$ cat config.mk
export PLATFORM = sky130hd
export DESIGN_NAME = mem_access_unit
export DESIGN_NICKNAME = d
export VERILOG_FILES = /design/src/rtl/mem_access_pkg.sv /design/src/rtl/byte_lane_merge.sv /design/src/rtl/mem_access_unit.sv
export SDC_FILE = /design/constraint.sdc
export NUM_CORES = 1
export LEC_CHECK = 0
export CORE_MARGIN = 5
export CORE_UTILIZATION = 50
export DETAILED_ROUTE_END_ITERATION = 6
export HOLD_SLACK_MARGIN = 0.15
export PLACE_DENSITY = 0.86
export REMOVE_ABC_BUFFERS = 1
export SETUP_SLACK_MARGIN = 0.05
export SYNTH_ARGS = -nofsm -noshare
export SYNTH_HDL_FRONTEND = slang
export SYNTH_HIERARCHICAL = 1
export SYNTH_SLANG_ARGS = --single-unit
export TNS_END_PERCENT = 30
$ cat constraint.sdc
create_clock -name clk -period 4.96 [get_ports clk]
set_input_delay 0.744 -clock clk [delete_from_list [all_inputs] [get_ports clk]]
set_output_delay 0.744 -clock clk [all_outputs]
set_load 0.1 [all_outputs]
$ cat src/rtl/mem_access_pkg.sv
// mem_access_pkg
//   Shared definitions for the data-RAM load/store front end:
//   - request size encodings (SIZE_BYTE / SIZE_HALF / SIZE_WORD; 2'b11 is illegal)
//   - FSM state enumeration
//   - is_misaligned(): alignment / legality check for an incoming request
package mem_access_pkg;

  localparam logic [1:0] SIZE_BYTE = 2'b00;
  localparam logic [1:0] SIZE_HALF = 2'b01;
  localparam logic [1:0] SIZE_WORD = 2'b10;

  // A misaligned or illegal request takes the same RESP state as a normal
  // completion; only the registered error flag distinguishes the two.
  typedef enum logic [2:0] {
    ST_IDLE,
    ST_READ,
    ST_MERGE,
    ST_WRITE,
    ST_RESP
  } state_t;

  // Halves must sit on an even offset, words on offset 0; size 11 is illegal.
  function automatic logic is_misaligned(input logic [1:0] size,
                                         input logic [1:0] offset);
    logic bad;
    case (size)
      SIZE_BYTE: bad = 1'b0;
      SIZE_HALF: bad = offset[0];
      SIZE_WORD: bad = (offset != 2'b00);
      default:   bad = 1'b1;
    endcase
    return bad;
  endfunction

endpackage

$ cat src/rtl/byte_lane_merge.sv
// byte_lane_merge
//   Purely combinational byte-lane logic for a 4-lane little-endian word.
//   Ports:
//     word       in  dataWidth  word read from RAM
//     offset     in  2          byte offset within the word
//     size       in  2          SIZE_BYTE / SIZE_HALF / SIZE_WORD
//     sext       in  1          sign-extend the extracted load value
//     wdata      in  dataWidth  right-aligned store data
//     loadData   out dataWidth  extracted and extended load value
//     mergedWord out dataWidth  word with the target lane(s) replaced by wdata
//   Only dataWidth = 32 is meaningful; the lane count is fixed at 4.
module byte_lane_merge
  import mem_access_pkg::*;
#(
  parameter int dataWidth = 32
) (
  input  logic [dataWidth-1:0] word,
  input  logic [1:0]           offset,
  input  logic [1:0]           size,
  input  logic                 sext,
  input  logic [dataWidth-1:0] wdata,
  output logic [dataWidth-1:0] loadData,
  output logic [dataWidth-1:0] mergedWord
);

  function automatic logic [dataWidth-1:0] ext_byte(input logic [7:0] b,
                                                    input logic s);
    return {{(dataWidth-8){s & b[7]}}, b};
  endfunction

  function automatic logic [dataWidth-1:0] ext_half(input logic [15:0] h,
                                                    input logic s);
    return {{(dataWidth-16){s & h[15]}}, h};
  endfunction

  logic [7:0]           laneByte;
  logic [15:0]          laneHalf;
  logic [4:0]           shamt;
  logic [dataWidth-1:0] laneMask;

  assign shamt = {offset, 3'b000};

  always_comb begin
    case (offset)
      2'd0:    laneByte = word[7:0];
      2'd1:    laneByte = word[15:8];
      2'd2:    laneByte = word[23:16];
      default: laneByte = word[31:24];
    endcase
    // Only even offsets reach here for halves; offset[1] picks the upper pair.
    laneHalf = offset[1] ? word[31:16] : word[15:0];
  end

  always_comb begin
    case (size)
      SIZE_BYTE: loadData = ext_byte(laneByte, sext);
      SIZE_HALF: loadData = ext_half(laneHalf, sext);
      default:   loadData = word;
    endcase
  end

  always_comb begin
    case (size)
      SIZE_BYTE: laneMask = {{(dataWidth-8){1'b0}}, 8'hFF} << shamt;
      SIZE_HALF: laneMask = {{(dataWidth-16){1'b0}}, 16'hFFFF} << shamt;
      default:   laneMask = '1;
    endcase
    mergedWord = (word & ~laneMask) | ((wdata << shamt) & laneMask);
  end

endmodule

$ cat src/rtl/mem_access_unit.sv
// mem_access_unit
//   Load/store front end for the core's data RAM (one-cycle registered read).
//   One request outstanding at a time; sub-word stores are read-modify-write.
//   Ports:
//     clk, reset                  clock, synchronous active-high reset
//     reqValid/reqReady           request handshake (accepted when both high)
//     reqWrite, reqSize,
//     reqSigned, reqAddr, reqWdata  request fields (store data right-aligned)
//     respValid                   one-cycle response pulse
//     respRdata, respError        load result (0 for stores/errors), error flag
//     ramReadAddress,
//     ramWriteAddress             RAM word address (always the latched one)
//     ramWrite, ramIn             RAM write strobe and data
//     ramOut                      RAM read data, valid the cycle after address
module mem_access_unit
  import mem_access_pkg::*;
#(
  parameter int dataWidth = 32,
  parameter int multWidth = 4,
  parameter int addrWidth = multWidth + 2
) (
  input  logic                 clk,
  input  logic                 reset,
  input  logic                 reqValid,
  output logic                 reqReady,
  input  logic                 reqWrite,
  input  logic [1:0]           reqSize,
  input  logic                 reqSigned,
  input  logic [addrWidth-1:0] reqAddr,
  input  logic [dataWidth-1:0] reqWdata,
  output logic                 respValid,
  output logic [dataWidth-1:0] respRdata,
  output logic                 respError,
  output logic [multWidth-1:0] ramReadAddress,
  output logic [multWidth-1:0] ramWriteAddress,
  output logic                 ramWrite,
  output logic [dataWidth-1:0] ramIn,
  input  logic [dataWidth-1:0] ramOut
);

  state_t               state;
  logic                 write_p0;
  logic [1:0]           size_p0;
  logic                 sext_p0;
  logic [multWidth-1:0] wordAddr_p0;
  logic [1:0]           offset_p0;
  logic [dataWidth-1:0] wdata_p0;

  logic [dataWidth-1:0] loadData;
  logic [dataWidth-1:0] mergedWord;

  // ramOut is only meaningful in MERGE, one cycle after READ presented the address.
  byte_lane_merge #(
    .dataWidth(dataWidth)
  ) u_lanes (
    .word      (ramOut),
    .offset    (offset_p0),
    .size      (size_p0),
    .sext      (sext_p0),
    .wdata     (wdata_p0),
    .loadData  (loadData),
    .mergedWord(mergedWord)
  );

  always_ff @(posedge clk) begin
    if (reset) begin
      state       <= ST_IDLE;
      respValid   <= 1'b0;
      respRdata   <= '0;
      respError   <= 1'b0;
      write_p0    <= 1'b0;
      size_p0     <= 2'b00;
      sext_p0     <= 1'b0;
      wordAddr_p0 <= '0;
      offset_p0   <= 2'b00;
      wdata_p0    <= '0;
    end else begin
      respValid <= 1'b0;
      respError <= 1'b0;
      respRdata <= '0;
      case (state)
        // Stage 0: accept and latch the request
        ST_IDLE: begin
          if (reqValid) begin
            write_p0    <= reqWrite;
            size_p0     <= reqSize;
            sext_p0     <= reqSigned;
            wordAddr_p0 <= reqAddr[addrWidth-1:2];
            offset_p0   <= reqAddr[1:0];
            wdata_p0    <= reqWdata;
            if (is_misaligned(reqSize, reqAddr[1:0])) begin
              state     <= ST_RESP;
              respValid <= 1'b1;
              respError <= 1'b1;
            end else if (reqWrite && (reqSize == SIZE_WORD)) begin
              state <= ST_WRITE;
            end else begin
              state <= ST_READ;
            end
          end
        end
        // Stage 1: RAM samples the read address
        ST_READ: state <= ST_MERGE;
        // Stage 2: RAM data back; register load result or write merged word
        ST_MERGE: begin
          state     <= ST_RESP;
          respValid <= 1'b1;
          if (!write_p0) respRdata <= loadData;
        end
        ST_WRITE: begin
          state     <= ST_RESP;
          respValid <= 1'b1;
        end
        // Stage 3: response cycle
        ST_RESP: state <= ST_IDLE;
        default: state <= ST_IDLE;
      endcase
    end
  end

  assign reqReady        = (state == ST_IDLE);
  assign ramReadAddress  = wordAddr_p0;
  assign ramWriteAddress = wordAddr_p0;
  // Gated by reset so an interrupted read-modify-write never reaches the RAM.
  assign ramWrite        = ((state == ST_WRITE) || ((state == ST_MERGE) && write_p0)) && !reset;
  assign ramIn           = (state == ST_WRITE) ? wdata_p0 : mergedWord;

endmodule

Yosys cells after proc, flatten, opt, wreduce, memory -nomap -nowiden. Index checks and enable logic that the tools add are counted.

Input bits: 77. Logic and storage cells: 60. Register bits after elaboration: 79.

Eq/ne operators: 9. Muxes and demuxes: 16. Shifts and indexed selects: 3. Reduce and logical (&&, ||, !) cells: 14. Bitwise operators: 8.

Operator list (number): one-hot mux 32 bit (2 select lines) (2); bitwise AND 32 bit (2); 2-to-1 mux 32 bit (1); NOT 32 bit (1); OR 32 bit (1); << shifter 16 x 5 -> 32 bit (first input constant) (1); << shifter 32 x 5 -> 32 bit (1); << shifter 8 x 5 -> 32 bit (first input constant) (1); one-hot mux 8 bit (3 select lines) (1); 2-to-1 mux 16 bit (1); one-hot mux 3 bit (3 select lines) (1); equality test 2 x 1 -> 1 bit (second input constant) (3); equality test 3 x 2 -> 1 bit (second input constant) (2); logical NOT 2 bit (3); 2-to-1 mux 3 bit (2); 2-to-1 mux 1 bit (5); equality test 2 bit (second input constant) (2); OR reduction 2 bit (2); equality test 3 x 1 -> 1 bit (second input constant) (1); logical AND 1 bit (3); logical NOT 3 bit (1); one-hot mux 1 bit (3 select lines) (1); OR reduction 3 bit (1); bitwise AND 1 bit (2); 8 further kinds (9).

Logic depth before layout (Yosys ltp). Gate-level depths: netlist of run 1.

Word-level depth: 8. Depth in mapped cells: 9.

By module. Netlist of run 1, hierarchy kept.

By module, submodules not included: mem_access_unit (area each 2970.3 µm², cells each 312, seq. area each 1581.5 µm², times used 1); byte_lane_merge (area each 1687.9 µm², cells each 259, seq. area each 0.0 µm², times used 1).

Worst setup path before layout of run 1. OpenSTA, ideal clock, no wires.

Path kind: register -> output. From: register state[0]. To: output port reqReady. Slack: 1742 ps. Cell stages (with the launch flop): 3. Required time: 4216 ps. Path buffers: 1. Arrival: 2474 ps. Cell sequence: dfxtp_1 -> buf_6 -> nor3_1.

Cells in the longest elaborated chain, start to end: 1.

Ends and longest elaborated chain: from (decl) (line mem_access_unit.sv:41) `state_t state;`; from (signal assigned) (line mem_access_unit.sv:67) `state <= ST_IDLE;`; from (signal assigned) (line mem_access_unit.sv:92) `state <= ST_RESP;`; from (signal assigned) (line mem_access_unit.sv:96) `state <= ST_WRITE;`; logical NOT 3 bit (line mem_access_unit.sv:121) `assign reqReady = (state == ST_IDLE);`; to (decl) (line mem_access_unit.sv:25) `output logic reqReady,`.

Every way passes these cells.

Worst setup path in the final report of run 1.
From: register offset_p0[1]. To: output port ramIn[18].

Cells in the longest elaborated chain, start to end: 6. Elaborated cells between the ends (all ways): 9.

Ends and longest elaborated chain: from (decl) (line mem_access_unit.sv:46) `logic [1:0] offset_p0;`; from (signal assigned) (line mem_access_unit.sv:89) `offset_p0 <= reqAddr[1:0];`; << shifter 16 x 5 -> 32 bit or << shifter 8 x 5 -> 32 bit (tied branches) (line byte_lane_merge.sv:65, byte_lane_merge.sv:64); one-hot mux 32 bit (2 select lines) (line byte_lane_merge.sv:63) `case (size)`; NOT 32 bit (line byte_lane_merge.sv:68) `mergedWord = (word & ~laneMask) | ((wdata << shamt) & laneMask);`; bitwise AND 32 bit (line byte_lane_merge.sv:68); OR 32 bit (*) (line byte_lane_merge.sv:68); via mergedWord[18] (line mem_access_unit.sv:50) `logic [dataWidth-1:0] mergedWord;`; 2-to-1 mux 32 bit (*) (line mem_access_unit.sv:126) `assign ramIn = (state == ST_WRITE) ? wdata_p0 : mergedWord;`; to (decl) (line mem_access_unit.sv:37) `output logic [dataWidth-1:0] ramIn,`.

Mark *: on every way through the listed nets, which the timed path passes. The rest lies on a longest branch.

==> results of run 1 <==
-- registers in the layout, indices dropped and copies added (netlist names), 2 cells and up --
register        cells
state               3
respRdata          32
offset_p0           2
size_p0             2
wdata_p0           32
ramReadAddress      4
-- cell type report --
type / instances / share of cell area, %
Clock buffer: 10 / 2.23
Clock inverter: 5 / 0.954
Inverter: 2 / 0.122
Multi-Input combinational cell: 441 / 45.0
Sequential cell: 79 / 25.7
Tap cell: 111 / 2.25
Timing Repair Buffer: 156 / 23.8
-- cell families after synthesis --
family                 synth area share, %
multiplexers                          15.8
buffers and inverters                 6.71
AO/OA/AOI/OAI                         15.6
flip-flops                            34.0
AND/OR/NAND/NOR                       28.0
-- power groups by stage --
stage | clock (mW) | combinational [mW] | sequential [mW]
after floorplan | 0 | 0.463 | 0.762
after global placement | 0 | 0.697 | 0.724
after detailed placement | 0 | 0.707 | 0.727
after CTS | 0.481 | 0.709 | 0.712
after global routing | 0.517 | 0.743 | 0.719
final | 0.473 | 0.712 | 0.714
-- through the flow --
step	power [mW]	utilization (%)	instances
2_1_floorplan	1.23	-	522
3_3_place_gp	1.42	65.2	789
3_5_place_dp	1.43	65.2	789
4_1_cts	1.90	67.4	804
5_1_grt	1.98	67.4	804
6_report	1.90	67.4	804
-- per-layer routing --
metal  up-vias  global-route usage [%]  share of wire [%]
met5         -                       0                  0
met2       219                    39.2                 49
met3        48                    3.95                6.2
met1      2055                    28.0                 41
li1       2177                       -                  -
met4         0                    11.3                3.6
-- worst max-delay path, delay by kind of cell, from the launching register on --
kind | cells | cell delay, ps
multiplexers | 2 | 640
buffers and inverters | 1 | 240
AND/OR/NAND/NOR | 2 | 1030
flip-flops | 1 | 950
-- worst paths after layout --
path                 from       endpoint  slack (ps)  cells past startpoint
max          offset_p0[1]      ramIn[18]        1000                      5
min reg2reg  wdata_p0[25]   wdata_p0[25]         470                      2
max reg2reg  offset_p0[0]  respRdata[15]        2260                      5
min          wdata_p0[25]   wdata_p0[25]         470                      2
-- synth_stat cells (all sizes together) (2+ instances only) --
cell type  number  area share (%)
nand2         163              13
dfxtp          79              34
a21oi          54             6.3
mux2           51              12
buf            36             5.4
and2           32             4.3
o21ai          23             2.5
nand3          17             2.9
mux2i          16             3.4
nand2b         16             2.1
clkbuf         13             1.1
nor2b          12             1.8
o31ai          10             2.0
a211oi          8             1.3
a221o           7             1.5
a22oi           7             1.1
nor3            6             1.1
nor2            4            0.38
inv             2            0.16
or2             2            0.32
==> results_dict.tcl, run 1 <==
set metrics [dict create \
    ys_seq_area_share_pct 34.0 \
    cts_root_buf "clkbuf_8" \
    whs_ps 472 \
    tns_ps 0 \
    vias_per_cell 5.60 \
    fin_crit_sh_pct 79.8 \
    grt_pass1_vias 4179 \
    maxSlewHeadroom_pct 32.5 \
    grt_max_degree 56 \
    die_h_um 107 \
    initial_core_util_pct 50.9 \
    ys_types 48 \
    setup_violations 0 \
    powerDensity_nw_per_um2 308 \
    hold_violations 0 \
    final_common_cell "nand2_1" \
    post-route-drc-count 0 \
    holdBufCountCts 0 \
    worstMarginPinSlew_ps 1010 \
    synth_area_per_cell_um2 8.16 \
    die_w_um 107 \
    p_seq_share_pct 37.6 \
    skew_ps 10.3 \
    drive_above_1_share_pct 18.8 \
    worst_slack_ps 1000 \
    max_freq_mhz 253 \
    wl_per_cell_um 17.0 \
    syn_inst 571 \
    p_switching_uw 767 \
    path_class "reg2out" \
    postCtsResizedCells 0 \
    drt_iter0_markers 304 \
    status "complete, no violations" \
    post-place-ws_ps 1460 \
    area_growth_pct 32.4 \
    ios 153 \
    ant_nets 0 \
    antenna_found_initial 0 \
    p_comb_share_pct 37.5 \
    worstPathCellList "nor2b_1 > nor3_4 > mux2_1 > mux2_2 > buf_4" \
    crit_fanout 55 \
    ctsLongestPathBuffers 2 \
    port_buffers 152 \
    period_minus_slack_ps 3960 \
    clk_pin_slew_ps 80 \
    worst_ep_arrival_time_ps 3210 \
    critPathLaunchType "flop" \
    power_leakage_nw 2.49 \
    drt_wl_total_um 13700 \
    netSwitchingFraction_pct 40.4 \
    async_reset_ff_share_pct 0 \
    postCtsSetupBuffers 0 \
    ys_seq_elements 79 \
    final_cell_area_um2 6170 \
    layout.nets 766 \
    cp_slowest_stage_delay_ps 950 \
    h-tree-depth 3 \
    rows 35 \
    cp_slowest_cell "dfxtp_2" \
    clk_latency_ps 350 \
    gp_congestion 0.883 \
    crit_required_ps 4220 \
    final_max_slew_viol_count 0 \
    numCtsBuffers 9 \
    holdCritPathClass "reg2reg" \
    syn_area_um2 4660 \
    die-area_um2 11300 \
    nFillCells 731 \
    synth-edff-count 0 \
    grt-ovfl-total 0 \
    core_um2 9150 \
    grt_pass1_wl_um 20800 \
    vias 4499 \
    grt_usage_pct 23.0 \
    dr.pass1.iters 7 \
    rsz0062_at_grt "false" \
    final_cell_mix "nand2_1, clkdlybuf4s50_1, dfxtp_1" \
    end_kind "output pin" \
    clock-sinks 79 \
    yosys_warnings 6 \
    pwr-share-clk_pct 24.9 \
    vdd_ir_drop_max_uv 267 \
    antenna_cells 0 \
    drv_cap 0 \
    dpl_cell_area_um2 5970 \
    hpwlAfterDp_um 10100 \
    ys.flop_type "dfxtp_1" \
    cts_tree "yes" \
    regArea_um2 1590 \
    internal_power_mw 1.13 \
    multi_input_area_um2 2770 \
]
(Power assumes the default switching activity.)
==> run 2: changes to the inputs <==
- CORE_UTILIZATION: 50 -> 42
- PLACE_DENSITY: 0.86 -> 0.77
- clock period: 4.96 -> 3.2 ns (I/O delays scaled with it)
==> run 2 against run 1 <==
Compared with the run above: combinational power up 83%; total power rose by 68%; core utilization down 5.9 points; routed wire length is 6.5% higher; critical endpoint is now ramIn[29]; largest power group is now combinational logic; highest routed layer unchanged.
==> results_dict.tcl, run 2 (synthesis gave the netlist of run 1 again) <==
set metrics [dict create \
    status "complete, no violations" \
    power_leakage_nw 2.71 \
    cts_tree "yes" \
    skew_ps 18.2 \
    drive_above_1_share_pct 21.8 \
    dr.pass1.iters 5 \
    numCtsBuffers 9 \
    holdBufCountCts 0 \
    initial_core_util_pct 43.0 \
    die_h_um 115 \
    end_kind "output pin" \
    crit_fanout 25 \
    place_inst 826 \
    whs_ps 471 \
    vias_per_cell 5.30 \
    cp_slowest_cell "dfxtp_2" \
    powerDensity_nw_per_um2 479 \
    maxSlewHeadroom_pct 31.2 \
    cp_slowest_stage_delay_ps 540 \
    final_max_slew_viol_count 0 \
    worstPathCellList "buf_4 > mux2i_1 > a21oi_1 > mux2_2 > mux2_2 > buf_12" \
    antenna_cells 0 \
    port_buffers 152 \
    crit_family "multiplexers" \
    nFillCells 925 \
    critPathLaunchType "flop" \
    p_comb_share_pct 40.9 \
    top_usage_layer "met2" \
    ant_nets 0 \
    finalNonFillerCells 845 \
    drv_cap 0 \
    grt_util_met2_pct 35.8 \
    use_met3_pct 2.89 \
    antenna_found_initial 0 \
    ctsLongestPathBuffers 2 \
    crit_top_cell "mux2_2" \
    grt_pass1_vias 4321 \
    grt_usage_pct 21.6 \
    wl_per_cell_um 17.3 \
    worstMarginPinSlew_ps 1030 \
    crit_required_ps 2720 \
    die-area_um2 13300 \
    path_class "reg2out" \
    rows 38 \
    fin_crit_sh_pct 92.3 \
    clk_latency_ps 360 \
    grt_pass1_wl_um 22500 \
    die_w_um 115 \
    vias 4479 \
    h-tree-depth 3 \
    vdd_ir_drop_max_uv 259 \
    area_growth_pct 43.1 \
    cp_num_buf_inv 2 \
    core_um2 10800 \
    internal_power_mw 1.96 \
    p_switching_mw 1.23 \
    layout.nets 777 \
    hpwlAfterDp_um 10600 \
    dpl_cell_area_um2 6430 \
    rsz0062_at_grt "false" \
    max_freq_mhz 339 \
    grt_max_degree 48 \
    ios 153 \
    hold_violations 0 \
    p_seq_share_pct 33.8 \
    clk_pin_slew_ps 90 \
    setup_violations 0 \
    worst_ep_arrival_time_ps 2470 \
    drt_iter0_markers 302 \
    drt_wl_total_um 14600 \
    grt-ovfl-total 0 \
    post-route-drc-count 0 \
    use_met1_pct 27.2 \
    final_cell_mix "nand2_1, clkdlybuf4s50_1, dfxtp_1" \
    cts_root_buf "clkbuf_8" \
    tns_ps 0 \
    holdCritPathClass "reg2reg" \
    pwr-share-clk_pct 25.3 \
    gp_congestion 0.822 \
    period_minus_slack_ps 2950 \
    netSwitchingFraction_pct 38.6 \
    clock-sinks 79 \
    final_common_cell "nand2_1" \
    final_cell_area_um2 6670 \
]
run 2: changes by cell type in the layout (fill, tap and decap cells not counted), sizes merged:
cell | before | now
clkbuf | 10 | 11
bufinv | 1 | 2
clkinvlp | 2 | 1
clkinv | 2 | 1
buf | 37 | 62
inv | 2 | 3
clkdlybuf4s50 | 119 | 105
run 2: routing by layer:
metal  share of wire (%)  vias up
li1                    -     2200
met1                  42     2083
met2                  48      157
met3                 4.8       39
met4                 4.5        0
met5                   0        -
run 2: repair_timing:
action	in CTS	in global routing
setup buffers	3	0
resized for setup	0	0
endpoints found under the setup margin	8	0
run 2: final timing paths:
kind | from | endpoint | slack (ps) | depth (start not counted)
setup / recovery | offset_p0[0] | ramIn[29] | 250 | 6
hold / removal | wdata_p0[29] | wdata_p0[29] | 470 | 2
setup reg to reg | size_p0[1] | respRdata[15] | 1030 | 7
hold reg to reg | wdata_p0[29] | wdata_p0[29] | 470 | 2
run 2: tightest hold or removal path, stage by stage (launching register included):
cell,delay [ps]
dfxtp_1,320
nand2_1,50
a21oi_1,50
run 2: stage by stage:
step	setup WS (ps)	power, mW	util [%]
floorplan	2.62	1.90	-
global placement	458	2.38	59.3
detailed placement	402	2.40	59.3
CTS	258	3.21	61.5
global route	116	3.32	61.5
finish	246	3.19	61.5
run 2: final cells by class:
| cell class | count | area [µm²] | area share (%) |
|---|---|---|---|
| Inverter | 2 | 7.51 | 0.113 |
| Clock buffer | 11 | 131 | 1.97 |
| Clock inverter | 5 | 81.3 | 1.22 |
| Sequential cell | 79 | 1590 | 23.8 |
| Tap cell | 140 | 175 | 2.63 |
| Multi-Input combinational cell | 441 | 2770 | 41.6 |
| Timing Repair Buffer | 167 | 1910 | 28.7 |
run 2: power by group through the flow:
stage | clock network, mW | logic, mW | registers, mW
floorplan | 0 | 0.718 | 1.18
global placement | 0 | 1.28 | 1.10
detailed placement | 0 | 1.30 | 1.10
CTS | 0.822 | 1.31 | 1.08
global route | 0.865 | 1.37 | 1.09
finish | 0.809 | 1.30 | 1.08
==> run 3: changes to the inputs <==
- PLACE_DENSITY: 0.77 -> default
- PLACE_DENSITY_LB_ADDON: default -> 0.08
- RECOVER_POWER: default -> 100
==> run 3 against run 2 <==
Compared with the run above: the run now ends with max-capacitance violations, max-slew violations left; critical endpoint is now ramIn[26]; largest power group unchanged; routed wire length fell by 6.0%; fmax down 1.4%; via count fell by 2.0%; sequential share of layout area increased by 0.45 points; die area is the same; core utilization shrank 1.2 points.
==> results_dict.tcl, run 3 (synthesis gave the netlist of run 1 again) <==
set metrics [dict create \
    antenna_found_initial 0 \
    holdCritPathClass "reg2reg" \
    drive_above_1_share_pct 17.0 \
    skew_ps 8.39 \
    path_class "reg2out" \
    port_buffers 152 \
    ios 153 \
    numCtsBuffers 9 \
    h-tree-depth 3 \
    cts_tree "yes" \
    grt_usage_pct 20.8 \
    hold_depth 2 \
    grt_max_degree 54 \
    cts_root_buf "clkbuf_8" \
    hpwlAfterDp_um 9920 \
    cp_slowest_cell "a21oi_4" \
    clk_pin_slew_ps 80 \
    p_comb_share_pct 38.5 \
    violations "max-capacitance violations, max-slew violations" \
    drt_wl_total_um 13700 \
    r2r_cells 3 \
    vias 4388 \
    power_leakage_nw 2.73 \
    r2r_slack_ps 620 \
    min_from "wdata_p0[30]" \
    worstHoldEndpoint "wdata_p0[30]" \
    end_kind "output pin" \
    ctsLongestPathBuffers 2 \
    rows 38 \
    drt_iter0_markers 240 \
    cp_num_buf_inv 1 \
    hold_violations 0 \
    crit_fanout 9 \
    holdBufCountCts 0 \
    rsz0062_at_grt "false" \
    die_w_um 115 \
    core_um2 10800 \
    maxSlewHeadroom_pct -11.3 \
    final_max_slew_viol_count 80 \
    crit_family "multiplexers" \
    die-area_um2 13300 \
    initial_core_util_pct 43.0 \
    powerDensity_nw_per_um2 493 \
    die_h_um 115 \
    cp_slowest_stage_delay_ps 460 \
    post-route-drc-count 0 \
    vdd_ir_drop_max_uv 322 \
    crit_required_ps 2720 \
    setup_violations 0 \
    netSwitchingFraction_pct 37.8 \
    fin_util_pct 60.3 \
    worst_ep_arrival_time_ps 2520 \
    postCtsResizedCells 0 \
    internal_power_mw 2.01 \
    vias_per_cell 5.21 \
    postCtsSetupBuffers 0 \
    fin_crit_sh_pct 93.6 \
    r2r-start "state[1]" \
    whs_ps 467 \
    pwr-share-clk_pct 28.4 \
    period_minus_slack_ps 3000 \
    drv_cap 2 \
    grt_pass1_vias 4315 \
    nFillCells 1009 \
    final_cell_mix "nand2_1, dfxtp_1, clkdlybuf4s50_1" \
    grt-ovfl-total 0 \
    post-place-ws_ps 680 \
    grt_pass1_wl_um 22100 \
    final_common_cell "nand2_1" \
    area_growth_pct 40.3 \
    max_freq_mhz 334 \
    worstMarginPinSlew_ps 1660 \
    critPathLaunchType "flop" \
    p_switching_mw 1.22 \
    wl_per_cell_um 16.3 \
    clock-sinks 79 \
    worst_slack_ps 204 \
    ant_nets 0 \
    dr.pass1.iters 4 \
    dpl_cell_area_um2 6460 \
    crit_top_cell "mux2_2" \
    status "finished with violations" \
    tns_ps 0 \
    layout.nets 774 \
    cp_num_cells 5 \
    r2r-end "respRdata[10]" \
    clk_latency_ps 350 \
    worstPathCellList "or2_0 > a21oi_4 > mux2_2 > mux2_2 > clkbuf_4" \
    final_cell_area_um2 6540 \
    antenna_cells 0 \
    p_seq_share_pct 33.2 \
    gp_congestion 0.807 \
]
## run 3: power by group through the flow
stage,combinational (mW),clock [mW],sequential (mW)
6_report,1.24,0.915,1.07
5_1_grt,1.31,0.972,1.08
4_1_cts,1.31,0.928,1.07
3_5_place_dp,1.30,0,1.09
3_3_place_gp,1.29,0,1.09
2_1_floorplan,0.718,0,1.18
## run 3: layout make-up
cell class / count / area (µm²) / share of cell area [%]
clock inverter: 5 / 104 / 1.59
multi-input combinational: 441 / 2760 / 42.2
sequential: 79 / 1580 / 24.2
clock buffer: 11 / 141 / 2.16
inverter: 2 / 7.51 / 0.115
tap: 140 / 175 / 2.68
timing repair buffer: 164 / 1770 / 27.1
## run 3: worst max-delay path by stage
stage | from | to | slack (ps)
6_report | size_p0[0] | ramIn[26] | 200
5_1_grt | size_p0[1] | ramIn[13] | 130
4_1_cts | size_p0[0] | ramIn[29] | 360
3_5_place_dp | reqValid | wdata_p0[3] | 680
3_3_place_gp | reqValid | offset_p0[0] | 750
2_1_floorplan | offset_p0[0] | ramIn[16] | 3
## run 3: tightest hold or removal path, delay by kind of cell (launching register included)
family	cells	cell delay, ps
AO/OA/AOI/OAI	1	50
flip-flops	1	320
AND/OR/NAND/NOR	1	50
## run 3: per-stage QoR
step	power [mW]	instances
after floorplan	1.90	522
after global placement	2.38	826
after detailed placement	2.40	826
after CTS	3.30	842
after global routing	3.36	842
final	3.22	842
## run 3: per-layer routing
layer	routed length (µm)	vias to the layer above	global-route usage [%]	share of wire [%]
li1	-	2193	-	-
met1	6160	2017	27.9	45
met2	6270	164	33.1	46
met3	1090	14	5.16	8.0
met4	181	0	6.18	1.3
met5	0	-	0	0
